`src/rtl/leaf_user_stream_endpoint.sv`:
```
// ---------------------------------------------------------------------------
// leaf_user_stream_endpoint
// User-side shell for one leaf-interface input port and one output port.
// Ingress words (interface2user) are buffered in a FIFO; egress words
// (user2interface) leave from a registered output stage. Works as a plain
// loopback kernel or as the rx/tx shell around a user kernel.
//
// Optional feature macro: USER_EP_CHECKSUM_EN
//   When defined, after every FRAME_LEN data words a 32-bit running sum of
//   that frame is inserted into the egress stream. When undefined the block
//   is a pure in-order FIFO pass-through.
//
// Ports
//   clk_user                  in   user clock
//   reset                     in   asynchronous active-high reset
//   dout_leaf_interface2user  in   ingress data
//   vld_interface2user        in   ingress valid
//   ack_user2interface        out  ingress accept (registered, !full next)
//   din_leaf_user2interface   out  egress data
//   vld_user2interface        out  egress valid
//   ack_interface2user        in   egress accept
//   rx_count                  out  ingress words accepted since reset
//   tx_count                  out  egress words accepted since reset
//   fifo_level                out  ingress FIFO occupancy 0..DEPTH
// ---------------------------------------------------------------------------
module leaf_user_stream_endpoint #(
  parameter int unsigned PAYLOAD_BITS   = 32,
  parameter int unsigned FIFO_ADDR_BITS = 4,
  parameter int unsigned FRAME_LEN      = 8
) (
  input  logic                      clk_user,
  input  logic                      reset,
  input  logic [PAYLOAD_BITS-1:0]   dout_leaf_interface2user,
  input  logic                      vld_interface2user,
  output logic                      ack_user2interface,
  output logic [PAYLOAD_BITS-1:0]   din_leaf_user2interface,
  output logic                      vld_user2interface,
  input  logic                      ack_interface2user,
  output logic [31:0]               rx_count,
  output logic [31:0]               tx_count,
  output logic [FIFO_ADDR_BITS:0]   fifo_level
);

  localparam int unsigned DEPTH = 1 << FIFO_ADDR_BITS;
  localparam int unsigned LVL_W = FIFO_ADDR_BITS + 1;
  localparam int unsigned CNT_W = 16;

  // Elaboration-time guard on the frame length range.
  if (FRAME_LEN < 1 || FRAME_LEN > 65535) begin : g_frame_len_range
    $error("FRAME_LEN must be in 1..65535");
  end

  // FIFO storage and pointers (extra MSB separates full from empty).
  logic [PAYLOAD_BITS-1:0] mem_q [DEPTH];
  logic [FIFO_ADDR_BITS:0] wr_ptr_q, rd_ptr_q;
  logic [LVL_W-1:0]        level_q, level_d;
  logic                    ack_q, ack_d;
  logic [PAYLOAD_BITS-1:0] dout_q;
  logic                    vld_q;
  logic [31:0]             rx_cnt_q, tx_cnt_q;

  logic                    fifo_empty;
  logic                    push;
  logic                    load_en;
  logic                    pop;
  logic                    load;
  logic [PAYLOAD_BITS-1:0] load_data;
  logic [PAYLOAD_BITS-1:0] fifo_head;

  assign fifo_empty = (wr_ptr_q == rd_ptr_q);
  assign fifo_head  = mem_q[rd_ptr_q[FIFO_ADDR_BITS-1:0]];
  // ack_q is only high when the FIFO has room, so this never overruns.
  assign push       = vld_interface2user && ack_q;
  // Output register may take a new word when empty or being drained.
  assign load_en    = !vld_q || ack_interface2user;

`ifdef USER_EP_CHECKSUM_EN
  typedef enum logic {ST_DATA = 1'b0, ST_CSUM = 1'b1} state_e;

  state_e           state_q, state_d;
  logic [CNT_W-1:0] frame_cnt_q, frame_cnt_d;
  logic [31:0]      acc_q, acc_d;
  logic             frame_last;

  assign frame_last = (frame_cnt_q == CNT_W'(FRAME_LEN - 1));

  // FSM state register.
  always_ff @(posedge clk_user or posedge reset) begin
    if (reset) state_q <= ST_DATA;
    else       state_q <= state_d;
  end

  // FSM next state: leave DATA on the last word of a frame, return after
  // the checksum word has been loaded.
  always_comb begin
    state_d = state_q;
    case (state_q)
      ST_DATA: if (pop && frame_last) state_d = ST_CSUM;
      ST_CSUM: if (load)              state_d = ST_DATA;
      default:                        state_d = ST_DATA;
    endcase
  end

  // FSM outputs: FIFO head in DATA, accumulator (no pop) in CSUM.
  always_comb begin
    pop       = 1'b0;
    load      = 1'b0;
    load_data = fifo_head;
    case (state_q)
      ST_DATA: begin
        pop  = load_en && !fifo_empty;
        load = pop;
      end
      ST_CSUM: begin
        load      = load_en;
        load_data = PAYLOAD_BITS'(acc_q);
      end
      default: ;
    endcase
  end

  // Frame counter and running sum.
  always_comb begin
    frame_cnt_d = frame_cnt_q;
    acc_d       = acc_q;
    if (pop) begin
      frame_cnt_d = frame_last ? '0 : frame_cnt_q + CNT_W'(1);
      acc_d       = acc_q + 32'(fifo_head);
    end else if (state_q == ST_CSUM && load) begin
      acc_d = '0;
    end
  end

  always_ff @(posedge clk_user or posedge reset) begin
    if (reset) begin
      frame_cnt_q <= '0;
      acc_q       <= '0;
    end else begin
      frame_cnt_q <= frame_cnt_d;
      acc_q       <= acc_d;
    end
  end
`else
  // Pass-through: every load pops the FIFO head.
  always_comb begin
    pop       = load_en && !fifo_empty;
    load      = pop;
    load_data = fifo_head;
  end
`endif

  // Occupancy and ingress accept for the coming cycle.
  always_comb begin
    level_d = level_q + LVL_W'(push) - LVL_W'(pop);
    ack_d   = (level_d != LVL_W'(DEPTH));
  end

  // FIFO storage write; contents need no reset.
  always_ff @(posedge clk_user) begin
    if (push) mem_q[wr_ptr_q[FIFO_ADDR_BITS-1:0]] <= dout_leaf_interface2user;
  end

  // Pointers, level, ingress accept and counters.
  always_ff @(posedge clk_user or posedge reset) begin
    if (reset) begin
      wr_ptr_q <= '0;
      rd_ptr_q <= '0;
      level_q  <= '0;
      ack_q    <= 1'b0;
      rx_cnt_q <= '0;
      tx_cnt_q <= '0;
    end else begin
      if (push) wr_ptr_q <= wr_ptr_q + LVL_W'(1);
      if (pop)  rd_ptr_q <= rd_ptr_q + LVL_W'(1);
      level_q  <= level_d;
      ack_q    <= ack_d;
      if (push)                         rx_cnt_q <= rx_cnt_q + 32'd1;
      if (vld_q && ack_interface2user)  tx_cnt_q <= tx_cnt_q + 32'd1;
    end
  end

  // Egress output register; holds while stalled.
  always_ff @(posedge clk_user or posedge reset) begin
    if (reset) begin
      dout_q <= '0;
      vld_q  <= 1'b0;
    end else if (load) begin
      dout_q <= load_data;
      vld_q  <= 1'b1;
    end else if (ack_interface2user) begin
      vld_q  <= 1'b0;
    end
  end

  assign ack_user2interface      = ack_q;
  assign din_leaf_user2interface = dout_q;
  assign vld_user2interface      = vld_q;
  assign rx_count                = rx_cnt_q;
  assign tx_count                = tx_cnt_q;
  assign fifo_level              = level_q;

endmodule

```
`config.mk`:
```
export PLATFORM = sky130hd
export DESIGN_NAME = leaf_user_stream_endpoint
export DESIGN_NICKNAME = d
export VERILOG_FILES = /design/src/rtl/leaf_user_stream_endpoint.sv
export SDC_FILE = /design/constraint.sdc
export NUM_CORES = 1
export LEC_CHECK = 0
export BUFFER_PORTS_ARGS = -buffer_cell sky130_fd_sc_hd__buf_4
export CORE_ASPECT_RATIO = 0.6
export CORE_UTILIZATION = 42
export DETAILED_ROUTE_END_ITERATION = 7
export PLACE_DENSITY_LB_ADDON = 0.12
export SLEW_MARGIN = 0
export SYNTH_ARGS = -nofsm -noshare
export SYNTH_HDL_FRONTEND = slang
export SYNTH_SLANG_ARGS = --single-unit
```
`constraint.sdc`:
```
create_clock -name clk_user -period 4.1 [get_ports clk_user]
set_input_delay 0.82 -clock clk_user [delete_from_list [all_inputs] [get_ports clk_user]]
set_output_delay 0.82 -clock clk_user [all_outputs]
set_load 0.02 [all_outputs]
```
## Yosys cells after proc, flatten, opt, wreduce, memory -nomap -nowiden

Memory sizes are Yosys's and may differ from the RTL's. A register that Yosys moved wholly into a read port is not among the register bits.
Index checks and enable logic that the tools add are counted.

| storage, ports and cells | value |
|---|---|
| flip-flop bits (word level) | 81 |
| memory bits (writable) | 512 |
| logic and storage cells | 27 |
| memories kept | 1 |

| cells by class | value |
|---|---|
| add/sub/neg operators | 6 |
| equality and inequality tests | 2 |
| muxes and demuxes | 4 |
| reduce and logical (&&, ||, !) cells | 7 |

Memory list:

| name | words | width | rd ports | clocked after memory_dff | wr ports | RTL line | text |
|---|---|---|---|---|---|---|---|
| mem_q | 16 | 32 | 1 | 1 | 1 | 54 | `logic [PAYLOAD_BITS-1:0] mem_q [DEPTH];` |

Operators by type and width:

| kind | count |
|---|---|
| $add A32 B1 Y32 const B | 2 |
| $add A5 B1 Y5 const B | 2 |
| $add A5 B1 Y5 | 1 |
| $eq A5 B5 Y1 | 1 |
| $ne A5 B5 Y1 const B | 1 |
| $sub A5 B1 Y5 | 1 |
| $mux W1 | 4 |
| $logic_and A1 B1 Y1 | 3 |
| $logic_not A1 Y1 | 2 |
| $reduce_bool A2 Y1 | 1 |
| $logic_or A1 B1 Y1 | 1 |

## Logic depth before layout (Yosys ltp)

| depth | value |
|---|---|
| depth after elaboration | 5 |
| gate-level depth with buffers | 15 |

## Worst setup path before layout

Ideal clock, no wire load.

| timing | value |
|---|---|
| path type | input port to flip-flop |
| from | in vld_interface2user |
| to | mem mem_q[0][0] (enable) |
| library setup time | 0.461 ns |
| arrival | 3.610 ns |
| data required time | 3.639 ns |
| setup slack | 0.029 ns |
| stages | 4 |
| path buffers | 1 |
| cell sequence | and2_1 clkbuf_1 nand2_1 nor3_1 |

| on the way | value |
|---|---|
| cells in the longest elaborated chain, start to end | 3 |

Ends and longest elaborated chain:

| what | RTL line | text |
|---|---|---|
| from (decl) | 34 | `input logic vld_interface2user,` |
| $logic_and A1 B1 Y1 | 73 | `assign push = vld_interface2user && ack_q;` |
| $mux W1 | 160 | `if (push) mem_q[wr_ptr_q[FIFO_ADDR_BITS-1:0]] <= dout_leaf_interface2user;` |
| $mux W1 (not written as such) | 160 |  |
| to (decl) | 54 |  |

Every way passes these cells.

## Worst setup path in the final report

| timing | value |
|---|---|
| from | reg rd_ptr_q[2] |
| to | reg ack_q, in the netlist ack_user2interface |

| on the way | value |
|---|---|
| cells in the longest elaborated chain, start to end | 5 |

Ends and longest elaborated chain:

| what | RTL line | text |
|---|---|---|
| from (decl) | 55 | `logic [FIFO_ADDR_BITS:0] wr_ptr_q, rd_ptr_q;` |
| from (signal assigned) | 174 | `if (pop) rd_ptr_q <= rd_ptr_q + LVL_W'(1);` |
| $eq A5 B5 Y1 | 70 | `assign fifo_empty = (wr_ptr_q == rd_ptr_q);` |
| $logic_not A1 Y1 | 146 | `pop = load_en && !fifo_empty;` |
| $logic_and A1 B1 Y1 | 146 |  |
| $sub A5 B1 Y5 | 154 | `level_d = level_q + LVL_W'(push) - LVL_W'(pop);` |
| $ne A5 B5 Y1 | 155 | `ack_d = (level_d != LVL_W'(DEPTH));` |
| named net ack_d | 57 | `logic ack_q, ack_d;` |
| to (signal assigned) | 176 | `ack_q <= ack_d;` |
| to (decl) | 57 |  |

The timed path passes the listed nets, and every way through them passes these cells.
A chain may end at the register's enable or synchronous reset.

==> qor.txt <==
Via density: 5.407
I/O pins: 139
vias: 12500
DRT Pass-1 Iters: 5
n_diodes: 0
# Post-CTS Setup Buffers: 0
total power: 19.63 mW
FF+latch count, synth: 625
fin crit period: 2859 ps
r2r setup slk: 1240 ps
Post-synth top flop: edfxtp_1
EDFF count, synth: 512
Core Footprint: 57940 µm²
clk_lat worst skew: 620 ps
CP max-delay cell: dfrtp_4
CTS Hold Buffers Added: 0
CTS tree: yes
Util after Layout: 49.95%
biggest area consumer among synthesized cells: edfxtp_1
r2r endpoint: ack_user2interface$_DFF_PP0_
area delta synth->final: 16.42%
Area contributors post-synth: edfxtp_1, dfrtp_1, mux2i_1
H-tree depth: 2
# nets final: 1543
synth warn: 0
Netlist cell types: 44
cell count after synthesis: 1326
global-route wire length before repair: 84.42 mm
Leakage: 10.60 nW
relative slew slack: 29.29%
initial antenna violation count: 0
die area: 60200 µm²
Startpoint Class: flop
Yosys top cell area share: 61.84%
Final Skew: 22.72 ps
fraction of layout cells with a size suffix above 1: 24.12%
RSZ-0062 raised after global routing: no
Port Buffers: 138
critical path capture point type: flop
Root Buffer: clkbuf_16
Final HPWL DP: 30.83 mm
Async S/R FF share, synth: 18.08%
pin count of the biggest net entering global routing: 97
DRT iter0 DRCs: 1008
Total Routing Usage GR: 19.14%
FP Rows: 68
register area share after synthesis: 73.22%
crit-path max FO: 11
Hold Vio Cnt, Final: 0
crit-path max cell delay: 580 ps
total gr overflow: 0
Chip Width: 316.1 µm
Bufs on Longest Clock Path: 3
vias in the first global route: 12550
CP Class: reg -> reg
maximum vdd drop: 0.4182 mV
Setup TNS Final: 0 ps
initial core utilization: 42.91%
Worst-Margin Slew: 1052 ps
FF-to-FF Start: rd_ptr_q[2]$_DFFE_PP0P_
CP cell instances: xor2_1 -> nor2_1 -> a21oi_4 -> ha_1 -> inv_1 -> ha_1 -> inv_1 -> fa_1 -> nor2b_1 -> o21ai_0 -> a21oi_1 -> nand4b_1
cts repair resizes: 0
CP arrival: 3390 ps
Worst EP required: 4640 ps
Reg2Reg Depth: 12
clock sinks: 625
status: finished, final reports clean
final setup violating endpoints: 0
fmax: 349.8 MHz
hold crit path type: in -> async
Syn Area/Cell: 18.75 µm²
antenna-violating nets left: 0
Slew Viols, Final: 0
syn_nets: 1375
Post-Route WL: 56.38 mm
DRC: 0
WL per Instance: 24.39 µm
Num CTS Buffers: 58
die height: 190.5 µm
Reg clk slew, reported paths: 60 ps
power per cell area: 678.3 nW/µm²
synthesized area: 24860 µm²
routability cong.: 0.7876
Fillers: 4752
Max Cap Violations: 0
final worst-path cycle share: 69.72%
## synthesized netlist by cell type, types with 2 or more instances
master,instances
mux2_4,9
inv_1,18
buf_2,17
edfxtp_1,512
xnor2_1,39
and4_1,6
nand3_1,18
buf_6,8
nand2_1,33
nor3b_1,2
dfrtp_1,113
o21ai_0,2
nor2_1,23
and2_1,7
or4_1,3
nand2b_1,2
or3_1,2
mux2i_1,128
a221oi_1,32
xor2_1,39
a21oi_1,2
buf_4,7
nor2b_1,5
nor4_1,8
clkbuf_1,33
ha_1,12
nand4_1,22
a22oi_1,32
a22o_1,32
mux2_2,57
mux4_1,42
nor3_1,19
and3_1,9
mux4_2,22
a211oi_1,2
## how the worst max path moves through the flow
stage	start	endpoint
3_3_place_gp	vld_interface2user	ack_user2interface$_DFF_PP0_
5_1_grt	rd_ptr_q[2]$_DFFE_PP0P_	ack_user2interface$_DFF_PP0_
2_1_floorplan	vld_interface2user	mem_q[0][0]$_DFFE_PP_
6_report	rd_ptr_q[2]$_DFFE_PP0P_	ack_user2interface$_DFF_PP0_
3_5_place_dp	vld_interface2user	ack_user2interface$_DFF_PP0_
4_1_cts	rd_ptr_q[2]$_DFFE_PP0P_	ack_user2interface$_DFF_PP0_
## layer usage
layer | global-route usage [%] | vias up | part of all wire (%)
met5 | 0 | - | 0
met1 | 29.20 | 6551 | 49
li1 | - | 5652 | -
met3 | 3.110 | 69 | 4.0
met2 | 28.82 | 230 | 45
met4 | 4.106 | 0 | 1.5
## flip-flops by register name, summed over array words and instances, names as in the netlist
name and cells:
wr_ptr_q 5, tx_count 32, vld_user2interface 1, ack_user2interface 1, din_leaf_user2interface 32, rx_count 32, mem_q 512, fifo_level 5
rd_ptr_q 5
## stage by stage
| step | cell area [µm²] | setup WS (ps) | hold slack, ps | instances |
|---|---|---|---|---|
| floorplan | 24860 | 28.72 | 460.4 | 1326 |
| global placement | 27030 | 1059 | 459.2 | 2204 |
| detailed placement | 27030 | 1005 | 467.2 | 2204 |
| CTS | 28940 | 1211 | 454.4 | 2312 |
| global route | 28940 | 1025 | 485.6 | 2312 |
| finish | 28940 | 1241 | 445.0 | 2312 |
## cell type report
cell class / instances / area, µm² / area share [%]
clock buffer: 86 / 1637 / 5.654
clock inverter: 22 / 274.0 / 0.9467
inverter: 18 / 72.57 / 0.2507
multi-input combinational: 617 / 6377 / 22.03
sequential: 625 / 18210 / 62.93
tap: 770 / 963.4 / 3.329
timing repair buffer: 174 / 1406 / 4.859
## where the power goes
group / switching, mW / internal, mW / leakage [nW] / total (mW)
combinational: 3.34 / 2.65 / 3.62 / 6.00
clock: 2.33 / 3.13 / 0.927 / 5.46
sequential: 0.431 / 7.74 / 6.05 / 8.18
total: 6.10 / 13.5 / 10.6 / 19.6
## kinds of logic after synthesis
group / Yosys count / share of synthesized area, %
adder cells (fa/ha/maj): 13 / 0.6844
flip-flops: 625 / 73.22
multiplexers: 258 / 14.71
buffers and inverters: 84 / 1.701
AO/OA/AOI/OAI: 105 / 3.463
XOR/XNOR: 78 / 2.748
AND/OR/NAND/NOR: 163 / 3.478
## placed cells by master, fill, tap and decap left out, types with 7 or more instances in the layout
| cell type | instances |
|---|---|
| a221oi_1 | 32 |
| a22o_1 | 32 |
| a22oi_1 | 32 |
| and3_1 | 9 |
| buf_12 | 8 |
| buf_4 | 166 |
| clkbuf_1 | 20 |
| clkbuf_16 | 58 |
| clkbuf_8 | 8 |
| clkinv_2 | 7 |
| dfrtp_1 | 109 |
| edfxtp_1 | 512 |
| ha_1 | 12 |
| inv_1 | 17 |
| mux2_2 | 57 |
| mux2_4 | 9 |
| mux2i_1 | 128 |
| mux4_1 | 42 |
| mux4_2 | 22 |
| nand2_1 | 33 |
| nand3_1 | 18 |
| nand4_1 | 22 |
| nor2_1 | 10 |
| nor2_4 | 13 |
| nor3_1 | 15 |
| nor4_1 | 8 |
| xnor2_1 | 39 |
| xor2_1 | 39 |
## critical path: cells and delay by family (launching register included)
family	cells	cell delay (ps)
adders and majority gates	3	840
and+or+nand+nor	3	620
DFF	1	580
AOI/OAI and AO/OA	3	420
xor gates and xnor gates	1	190
buffers and inverters	2	120
Note: power is estimated with default switching activity, not from simulation.
